File: src/rtl/alu_scoreboard.sv
// alu_scoreboard: delayed reference-model checker for an 8-bit ALU.
// Define ALU_SB_SIGNATURE_EN to add the 16-bit MISR signature output.
module alu_scoreboard #(
   parameter int DUT_LAT     = 1,
   parameter int CNT_W       = 16,
   parameter bit STOP_ON_ERR = 1'b0
) (
   input  logic             clk,
   input  logic             reset,
   input  logic             enable,
   input  logic [7:0]       R,
   input  logic [7:0]       S,
   input  logic             CI,
   input  logic [1:0]       ALB_MI,
   input  logic [7:0]       F,
   input  logic             CO,
   output logic             mismatch,
   output logic [CNT_W-1:0] pass_cnt,
   output logic [CNT_W-1:0] err_cnt,
   output logic [36:0]      first_err,
   output logic             busy,
   output logic             halted
`ifdef ALU_SB_SIGNATURE_EN
   ,
   output logic [15:0]      signature
`endif
);

   typedef enum logic [1:0] {
      ST_IDLE,
      ST_RUN,
      ST_DRAIN,
      ST_HALT
   } state_t;

   state_t             r_state;
   state_t             w_state_nxt;
   logic [DUT_LAT-1:0] r_vld;
   logic [27:0]        r_dat [DUT_LAT];
   logic [8:0]         w_exp;
   logic [27:0]        w_last;
   logic               w_run;
   logic               w_cmp;
   logic               w_fail;
   logic               r_mm;
   logic [CNT_W-1:0]   r_pass;
   logic [CNT_W-1:0]   r_err;
   logic [36:0]        r_first;

   always_comb begin
      w_exp = 9'h000;
      case (ALB_MI)
         2'b00:   w_exp = {1'b0, R} + {1'b0, S} + {8'h00, CI};
         2'b01:   w_exp = {1'b0, R} + {1'b0, ~S} + {8'h00, CI};
         2'b10:   w_exp = {1'b0, R & S};
         default: w_exp = {1'b0, R ^ S};
      endcase
   end

   // entry layout: {ALB_MI, CI, R, S, expF, expCO}
   assign w_run  = (r_state != ST_HALT);
   assign w_last = r_dat[DUT_LAT-1];
   assign w_cmp  = w_run & r_vld[DUT_LAT-1];
   assign w_fail = w_cmp & (w_last[8:0] != {F, CO});

   always_ff @(posedge clk) begin
      if (reset) begin
         r_vld <= '0;
      end else if (w_run) begin
         r_vld[0] <= enable;
         for (int i = 1; i < DUT_LAT; i++)
            r_vld[i] <= r_vld[i-1];
      end
   end

   always_ff @(posedge clk) begin
      if (w_run) begin
         r_dat[0] <= {ALB_MI, CI, R, S, w_exp[7:0], w_exp[8]};
         for (int i = 1; i < DUT_LAT; i++)
            r_dat[i] <= r_dat[i-1];
      end
   end

   always_ff @(posedge clk) begin
      if (reset) begin
         r_mm    <= 1'b0;
         r_pass  <= '0;
         r_err   <= '0;
         r_first <= '0;
      end else begin
         r_mm <= w_fail;
         if (w_cmp && !w_fail && r_pass != '1)
            r_pass <= r_pass + CNT_W'(1);
         if (w_fail) begin
            if (r_err != '1)
               r_err <= r_err + CNT_W'(1);
            if (r_err == '0)
               r_first <= {w_last, F, CO};
         end
      end
   end

   always_ff @(posedge clk) begin
      if (reset)
         r_state <= ST_IDLE;
      else
         r_state <= w_state_nxt;
   end

   always_comb begin
      w_state_nxt = r_state;
      if (STOP_ON_ERR && w_fail) begin
         w_state_nxt = ST_HALT;
      end else begin
         case (r_state)
            ST_IDLE:
               if (enable) w_state_nxt = ST_RUN;
            ST_RUN:
               if (!enable) w_state_nxt = ST_DRAIN;
            ST_DRAIN:
               if (enable)
                  w_state_nxt = ST_RUN;
               else if (r_vld == '0)
                  w_state_nxt = ST_IDLE;
            default:
               w_state_nxt = ST_HALT;
         endcase
      end
   end

   always_comb begin
      halted = (r_state == ST_HALT);
      busy   = |r_vld;
   end

   assign mismatch  = r_mm;
   assign pass_cnt  = r_pass;
   assign err_cnt   = r_err;
   assign first_err = r_first;

`ifdef ALU_SB_SIGNATURE_EN
   logic [15:0] r_sig;
   logic [15:0] w_fold;

   // CRC-16 style step, polynomial x^16+x^12+x^5+1
   assign w_fold = r_sig ^ {7'b0, CO, F};

   always_ff @(posedge clk) begin
      if (reset)
         r_sig <= 16'hFFFF;
      else if (w_cmp)
         r_sig <= {w_fold[14:0], 1'b0} ^
                  (w_fold[15] ? 16'h1021 : 16'h0000);
   end

   assign signature = r_sig;
`endif

endmodule

File: config.mk
export PLATFORM = sky130hd
export DESIGN_NAME = alu_scoreboard
export DESIGN_NICKNAME = d
export VERILOG_FILES = /design/src/rtl/alu_scoreboard.sv
export SDC_FILE = /design/constraint.sdc
export NUM_CORES = 1
export LEC_CHECK = 0
export CAP_MARGIN = 15
export CORE_ASPECT_RATIO = 2
export CORE_MARGIN = 10
export CORE_UTILIZATION = 40
export DETAILED_ROUTE_END_ITERATION = 8
export GPL_TIMING_DRIVEN = 1
export SLEW_MARGIN = 20
export SYNTH_ARGS = -nofsm -noshare
export SYNTH_HDL_FRONTEND = slang
export SYNTH_SLANG_ARGS = --single-unit
File: constraint.sdc
create_clock -name clk -period 5.55 [get_ports clk]
set_input_delay 1.11 -clock clk [delete_from_list [all_inputs] [get_ports clk]]
set_output_delay 1.11 -clock clk [all_outputs]
set_load 0.005 [all_outputs]
======== Word level (Yosys, flattened, before mapping) ========
Memories as Yosys holds them, arrays and structs flattened.
Cells that the tools add are included.
word-level totals
  memories ................................ 1
  register bits ........................... 73
  RAM bits ................................ 28
operators by class
  $add $sub $neg .......................... 6
  equality and inequality tests ........... 12
  reduce and logical (&&, ||, !) cells .... 9
  multiplexer cells ....................... 8
  bitwise gates (word level) .............. 5
memory list
  name   depth  bits a word  read ports  clocked after memory_dff  write ports  line  RTL
  r_dat  1      28           1           0                         1            39    logic [27:0] r_dat [DUT_LAT];
operator list
  operator                                             number
  adder 16 x 1 -> 16 bit, second input constant        2
  inequality test 16 bit, second input constant        2
  one-hot mux 9 bit (3 select lines)                   1
  adder 8 x 8 -> 9 bit                                 2
  adder 9 x 1 -> 9 bit                                 2
  zero test 16 bit                                     1
  inequality test 9 bit                                1
  AND 8 bit                                            1
  2-to-1 mux 2 bit                                     4
  NOT 8 bit                                            1
  bitwise XOR 8 bit                                    1
  equality test 2 bit, second input constant           3
  inequality test 2 bit, second input constant         3
  one-hot mux 2 bit (3 select lines)                   1
  equality test 2 x 1 -> 1 bit, second input constant  2
  zero test 2 bit                                      2
  AND reduction 2 bit                                  2
  inequality test 3 bit, second input constant         1
  AND reduction 3 bit                                  1
  AND 1 bit                                            2
  logical AND 1 bit                                    2
  2-to-1 mux 1 bit                                     2
  zero test 1 bit                                      1

======== Depth between registers and ports, before layout ========
Gate-level depths: netlist of the first run.
  depth in word-level cells ............... 6
  gate-level depth with buffers ........... 9

======== Worst setup path after synthesis of the first run ========
No wires, ideal clock.
  path kind ............................... input to register
  from .................................... input CI
  to ...................................... memory r_dat[0][7] (data pin)
  stages on the path ...................... 8
  setup time .............................. 180 ps
  arrival ................................. 3047 ps
  slack ................................... 2323 ps
  path buffers ............................ 0
  cells stage by stage .................... inv_1 > fa_1 > fa_1 > nand2b_1 > a21oi_1 > a31o_2 > mux2_2 > a221oi_1
on the way
  cells in the longest elaborated chain, start to end .. 2
RTL lines
  element                                         line    RTL
  from (decl)                                     13      input logic CI,
  adder 9 x 1 -> 9 bit, on equally long branches  54, 53
  one-hot mux 9 bit (3 select lines) (*)          52      case (ALB_MI)
  named net w_exp[6]                              40      logic [8:0] w_exp;
  to (decl)                                       39
The timed path passes the listed nets; every way through them passes the cells marked *.

======== Worst setup path after layout of the first run ========
  from .................................... input R[0]
  to ...................................... memory r_dat[0][7] (data pin)
on the way
  cells in the longest elaborated chain, start to end .. 3
RTL lines
  element                                         line    RTL
  from (decl)                                     11      input logic [7:0] R,
  adder 8 x 8 -> 9 bit, on equally long branches  54, 53
  adder 9 x 1 -> 9 bit, on equally long branches  54, 53
  one-hot mux 9 bit (3 select lines) (*)          52
  named net w_exp[6]                              40
Marks and branches as above.

==> run metrics, run 1 <==
vias in the first global route 4302; Setup Skew 0.00910 ns; worst reg2reg endpoint first_err[19]; crit path cell chain clkdlybuf4s50_1, inv_1, fa_1, fa_1, nand2b_1, a21oi_1, a31o_2, mux2_2, a221oi_1; GRT overflow 0; port buffer count 102; Min Clock Period, post-route 3.66 ns; Gate Count Post-Synth 536; post-synthesis net count 590; clock buffer count from CTS 9; Slew Viols, Final 0; cell depth of the worst setup path 9; Post-synth EDFFs 28; CTS tree built; Synth Register Bits 101; top cell family by delay on the critical path adder cells; CP max stage delay 0.55 ns; Most Frequent Cell on Critical Path fa_1; Clock Sinks 101; IO Count 103; Slew headroom 41.7%; CP max stage cell clkdlybuf4s50_1; antenna viol nets, final 0; worst path required time 5.70 ns; Routed WL per cell 18.0 µm; Synth async-reset ratio 0%; DR iter-0 viols 138; Via Count 4245; # setup viols final 0; endpoints failing hold 0; synth top area cells dfxtp_1, edfxtp_1, mux2i_1; Worst Path Buf+Inv 2; worst slew pin tran 0.875 ns; Synth area leader dfxtp_1; hold-fix buffers at CTS 0; R2R cell count 8; post-synthesis sequential area ratio 44.3%; Design Area, Final 6580 µm²; total power 1.68 mW; number of diodes 0; TNS Setup 0 ns; Worst Hold Launch r_dat[0][14]; dominant synthesized flop cell dfxtp_1; Final #Nets 677; gpl congestion 0.929; Setup Buffers After CTS 0; wirelength, routed 14.0 mm; vias per cell 5.46; Site Rows 58; drt pass-1 iters 4; share of layout cells above drive strength 1 7.17%; initial antenna violation count 0; reg2reg setup slack 2.91 ns; area grow syn2layout 26.6%; origin of the critical flop-to-flop path err_cnt[0]; HPWL Detailed 10.6 mm; status finished, final reports clean; CTS resizes 0; fin crit share 66.0%; Worst Hold End first_err[23]; root buffer cell clkbuf_16; Worst VDD drop 172 µV; worst skew pair latency 0.34 ns; Die X 101 µm; Synth Cell Area 5190 µm²; WS Path Type primary input to register; largest net degree at the start of global routing 71; Fillers 1205; max cap viols 0; Leak Pwr 2.50 nW; gr usage total 15.5%; Reg clk slew, reported paths 0.07 ns; Synth Warn # 0; DRC 0; crit path DAT 3.82 ns; CTS H-tree depth 3; pwr/cell area 255 nW/µm²; hold depth 2; chip height 181 µm; Yosys cell types 56; Yosys top cell area share 28.1%; startpoint types primary input; Post-Route Hold Slack 0.487 ns; Hold WC Path Type register to register; critical path endpoint category register; die area 18200 µm²; Starting Density 41.1%; first-pass GRT wire length 22.7 mm; core area 12600 µm²; CTS Buffer Depth 2; Post-Place Cell Area 6300 µm²; unrepaired setup endpoints after global routing no; CP max FO 4; Avg Cell Area, Syn 9.69 µm²; Peak Freq 0.273 GHz
## per-stage QoR
stage	util [%]	cells	setup WS, ns
after floorplan	-	536	2.32
after global placement	49.9	762	1.62
after detailed placement	49.9	762	1.56
after CTS	52.1	778	1.92
after global routing	52.1	778	1.77
final	52.1	778	1.89
## final cells by class
cell class                      count  area, µm²  share of cell area (%)
Sequential cell                   101       2300                    35.0
Tap cell                          150        188                    2.85
Clock inverter                      6       45.0                   0.685
Inverter                           26       97.6                    1.48
Timing Repair Buffer              105       1040                    15.8
Multi-Input combinational cell    380       2680                    40.7
Clock buffer                       10        229                    3.48
## flip-flops by register name, summed over array words and instances, names as in the netlist
signal,flops
busy,1
pass_cnt,16
first_err,37
r_state,2
r_dat,28
err_cnt,16
mismatch,1
## synth_stat cells, types with 3 or more instances
library cell	number
nand4_1	13
nor3_1	13
fa_1	4
nor2_1	78
xor2_1	14
or4_1	10
o21ai_0	15
and3_1	4
o41ai_1	6
nor2b_1	26
dfxtp_1	73
buf_4	3
clkbuf_1	18
and4_1	4
mux2_2	18
edfxtp_1	28
and2_1	4
ha_1	19
o31ai_1	3
nand2_1	27
buf_2	7
xnor2_1	3
a21oi_1	15
a211oi_1	3
nand2b_1	7
nand3_1	13
inv_1	26
nor4_1	7
mux2i_1	41
## layout by cell type (no fill, tap or decap), types with 14 or more instances in the layout
master,Yosys,routed
nand2_1,27,27
xor2_1,14,14
a21oi_1,15,15
mux2i_1,41,41
inv_1,26,26
dfxtp_1,73,73
clkdlybuf4s50_1,0,101
nor2b_1,26,26
ha_1,19,19
o21ai_0,15,15
nor2_1,78,78
mux2_2,18,18
edfxtp_1,28,28
## how the worst max path moves through the flow
stage / startpoint / end / slack (ns)
detailed placement: R[0] / r_dat[0][7] / 1.56
global placement: R[0] / r_dat[0][7] / 1.62
floorplan: CI / r_dat[0][7] / 2.32
finish: R[0] / r_dat[0][7] / 1.89
CTS: R[0] / r_dat[0][7] / 1.92
global route: R[0] / r_dat[0][7] / 1.77
## report_power, final
part	leakage [nW]	switching (mW)	internal [mW]	total, mW
registers	0.890	0.0241	0.798	0.822
clock network	0.134	0.283	0.308	0.591
logic	1.47	0.137	0.127	0.264
## layer usage
metal	vias up	global-route usage, %	wire, µm
met5	-	0	0
li1	2069	-	-
met1	2040	16.3	5180
met3	28	3.29	555
met4	0	6.53	374
met2	108	28.4	7860
## cell families after synthesis
kind of cell | count (synthesis) | synth area share (%)
compound gates | 64 | 8.46
xor+xnor | 17 | 2.87
fa+ha+maj | 23 | 6.12
buf+inv | 55 | 4.50
flops | 101 | 44.3
mux | 60 | 12.2
simple gates | 216 | 21.5
## worst reg2reg max path, delay by kind of cell (launching register included)
family / cells / cell delay (ns)
AND/OR/NAND/NOR: 3 / 0.47
adder cells (fa/ha/maj): 1 / 0.16
AO/OA/AOI/OAI: 1 / 0.56
flip-flops: 1 / 0.35
buffers and inverters: 2 / 0.69
multiplexers: 1 / 0.28
No activity file was read; power rests on OpenSTA's default activity.
==> run 2, diff against run 1 <==
--- a/config.mk
+++ b/config.mk
@@ -11,6 +11,7 @@
 export CORE_UTILIZATION = 40
 export DETAILED_ROUTE_END_ITERATION = 8
 export GPL_TIMING_DRIVEN = 1
+export PLACE_DENSITY = 0.67
 export SLEW_MARGIN = 20
 export SYNTH_ARGS = -nofsm -noshare
 export SYNTH_HDL_FRONTEND = slang
==> constraint.sdc (replaced) <==
create_clock -name clk -period 3.3 [get_ports clk]
set_input_delay 0.66 -clock clk [delete_from_list [all_inputs] [get_ports clk]]
set_output_delay 0.66 -clock clk [all_outputs]
set_load 0.005 [all_outputs]
==> run 2 against run 1 <==
Net effect:
- cell count grew 1.9%
- hold slack improved by 0.0011 ns
- total power increased by 73%
- global-route usage up 0.26 points
- sequential share of layout area fell by 0.78 points
- clock-buffer cell count is 1 lower
- combinational power up 79%
- die area stayed put
- clock skew grew 0.00085 ns
- sequential cell count is the same
- register-to-register slack lost 1.9 ns
==> run metrics, run 2 (same netlist as run 1, synthesis figures left out) <==
# setup viols final 0; core area 12600 µm²; fin cells 793; dpl cells 777; Final #Nets 692; Reg clk slew, reported paths 0.07 ns; area occupied by multi-input gates 2680 µm²; CTS H-tree depth 3; Slew Viols, Final 0; DRC 0; CTS Buffer Depth 2; share of layout cells above drive strength 1 9.49%; Site Rows 58; worst slew pin tran 0.852 ns; fin crit share 98.4%; Min Clock Period, post-route 3.25 ns; worst skew pair latency 0.35 ns; met3 Use GR 3.25%; IO Count 103; Via Count 4335; global-route track usage on met1 14.7%; worst path required time 3.43 ns; busiest grt layer met2; WS Path Type primary input to register; Leak Pwr 2.59 nW; die area 18200 µm²; startpoint types primary input; Setup Skew 0.00996 ns; gr usage total 15.8%; Starting Density 41.1%; combinational fraction of design power 16.3%; Peak Freq 0.308 GHz; GRT overflow 0; critical path endpoint category register; initial antenna violation count 0; status finished, final reports clean; CTS tree built; Clock Sinks 101; Net Switching 790 µW; grt met2 use 30.9%; CP max FO 2; pwr/cell area 430 nW/µm²; largest net degree at the start of global routing 53; clock buffer count from CTS 9; Post-Route Hold Slack 0.488 ns; CTS resizes 0; commonest non-fill, non-tap cell in the layout clkdlybuf4s50_1; chip height 181 µm; Seq pwr share 47.7%; crit path DAT 3.37 ns; max reg flops 37; hold-fix buffers at CTS 0; vias per cell 5.47; sw frac 27.3%; Hold WC Path Type register to register; root buffer cell clkbuf_16; DR iter-0 viols 113; gpl congestion 0.912; port buffer count 102; Clk pwr share 36.0%; Post-Route Utilization 53.3%; Setup Buffers After CTS 0; first-pass GRT wire length 23.1 mm; total power 2.89 mW; endpoints failing hold 0; Slew headroom 42.7%; wirelength, routed 14.5 mm; Routed WL per cell 18.3 µm; Die X 101 µm; number of diodes 0; Worst VDD drop 253 µV; area grow syn2layout 29.5%; P_int 2.10 mW; max cap viols 0; register area 2300 µm²; HPWL Detailed 11.2 mm; unrepaired setup endpoints after global routing no; commonest non-fill, non-tap cells in the layout clkdlybuf4s50_1, nor2_1, dfxtp_1, mux2i_1, edfxtp_1; antenna viol nets, final 0; vias in the first global route 4494; drt pass-1 iters 4; Fillers 1127
## run 2: cell count changes in the layout (fill, tap and decap cells not counted)
cell,previous run,this run
buf_4,3,16
buf_12,0,2
inv_8,0,1
clkinv_4,1,0
clkinvlp_4,1,0
inv_6,2,5
clkbuf_1,1,0
inv_4,1,0
## run 2: routing by layer
layer / wire, µm / share of wire [%] / up-vias
li1: - / - / 2113
met1: 5130 / 35 / 2096
met2: 8310 / 57 / 101
met3: 669 / 4.6 / 25
met4: 371 / 2.6 / 0
met5: 0 / 0 / -
## run 2: worst paths after layout
check | start | to | slack, ns | depth (start not counted)
setup / recovery | CI | r_dat[0][7] | 0.05 | 9
hold / removal | r_dat[0][10] | first_err[19] | 0.49 | 2
setup reg to reg | r_dat[0][5] | pass_cnt[15] | 1.01 | 6
hold reg to reg | r_dat[0][10] | first_err[19] | 0.49 | 2
## run 2: critical path, stage by stage
cell and delay, ns:
clkdlybuf4s50_1 0.48, inv_1 0.07, fa_1 0.46, fa_1 0.42, nand2b_1 0.22, a21oi_1 0.21, a31o_2 0.20, mux2_2 0.33
a221oi_1 0.32
## run 2: layout make-up
class                      count  share of cell area (%)
multi-input combinational    380                    39.8
sequential                   101                    34.2
timing repair buffer         120                    17.5
clock buffer                   9                    3.35
tap                          150                    2.79
inverter                      26                    1.45
clock inverter                 7                   0.893
## run 2: power by group through the flow
| stage | Sequential [mW] | Combinational, mW | Clock (mW) |
|---|---|---|---|
| after CTS | 1.38 | 0.478 | 1.08 |
| after detailed placement | 1.41 | 0.475 | 0 |
| after floorplan | 1.40 | 0.268 | 0 |
| after global routing | 1.39 | 0.516 | 1.12 |
| final | 1.38 | 0.473 | 1.04 |
| after global placement | 1.41 | 0.464 | 0 |
## run 2: per-stage QoR
step | worst slack, ns | TNS (ns) | area [µm²]
after floorplan | 0.523 | 0 | 5190
after global placement | -0.111 | -0.111 | 6440
after detailed placement | -0.229 | -0.268 | 6440
after CTS | 0.164 | 0 | 6720
after global routing | 0.00952 | 0 | 6720
final | 0.0541 | 0 | 6720
==> run 3, diff against run 2 <==
--- a/config.mk
+++ b/config.mk
@@ -9,6 +9,7 @@
 export CORE_ASPECT_RATIO = 2
 export CORE_MARGIN = 10
 export CORE_UTILIZATION = 40
+export CTS_CLUSTER_SIZE = 28
 export DETAILED_ROUTE_END_ITERATION = 8
 export GPL_TIMING_DRIVEN = 1
 export PLACE_DENSITY = 0.67
==> results of run 3 <==
Same layout as run 2: the final DEF is identical, and so are final timing and power.
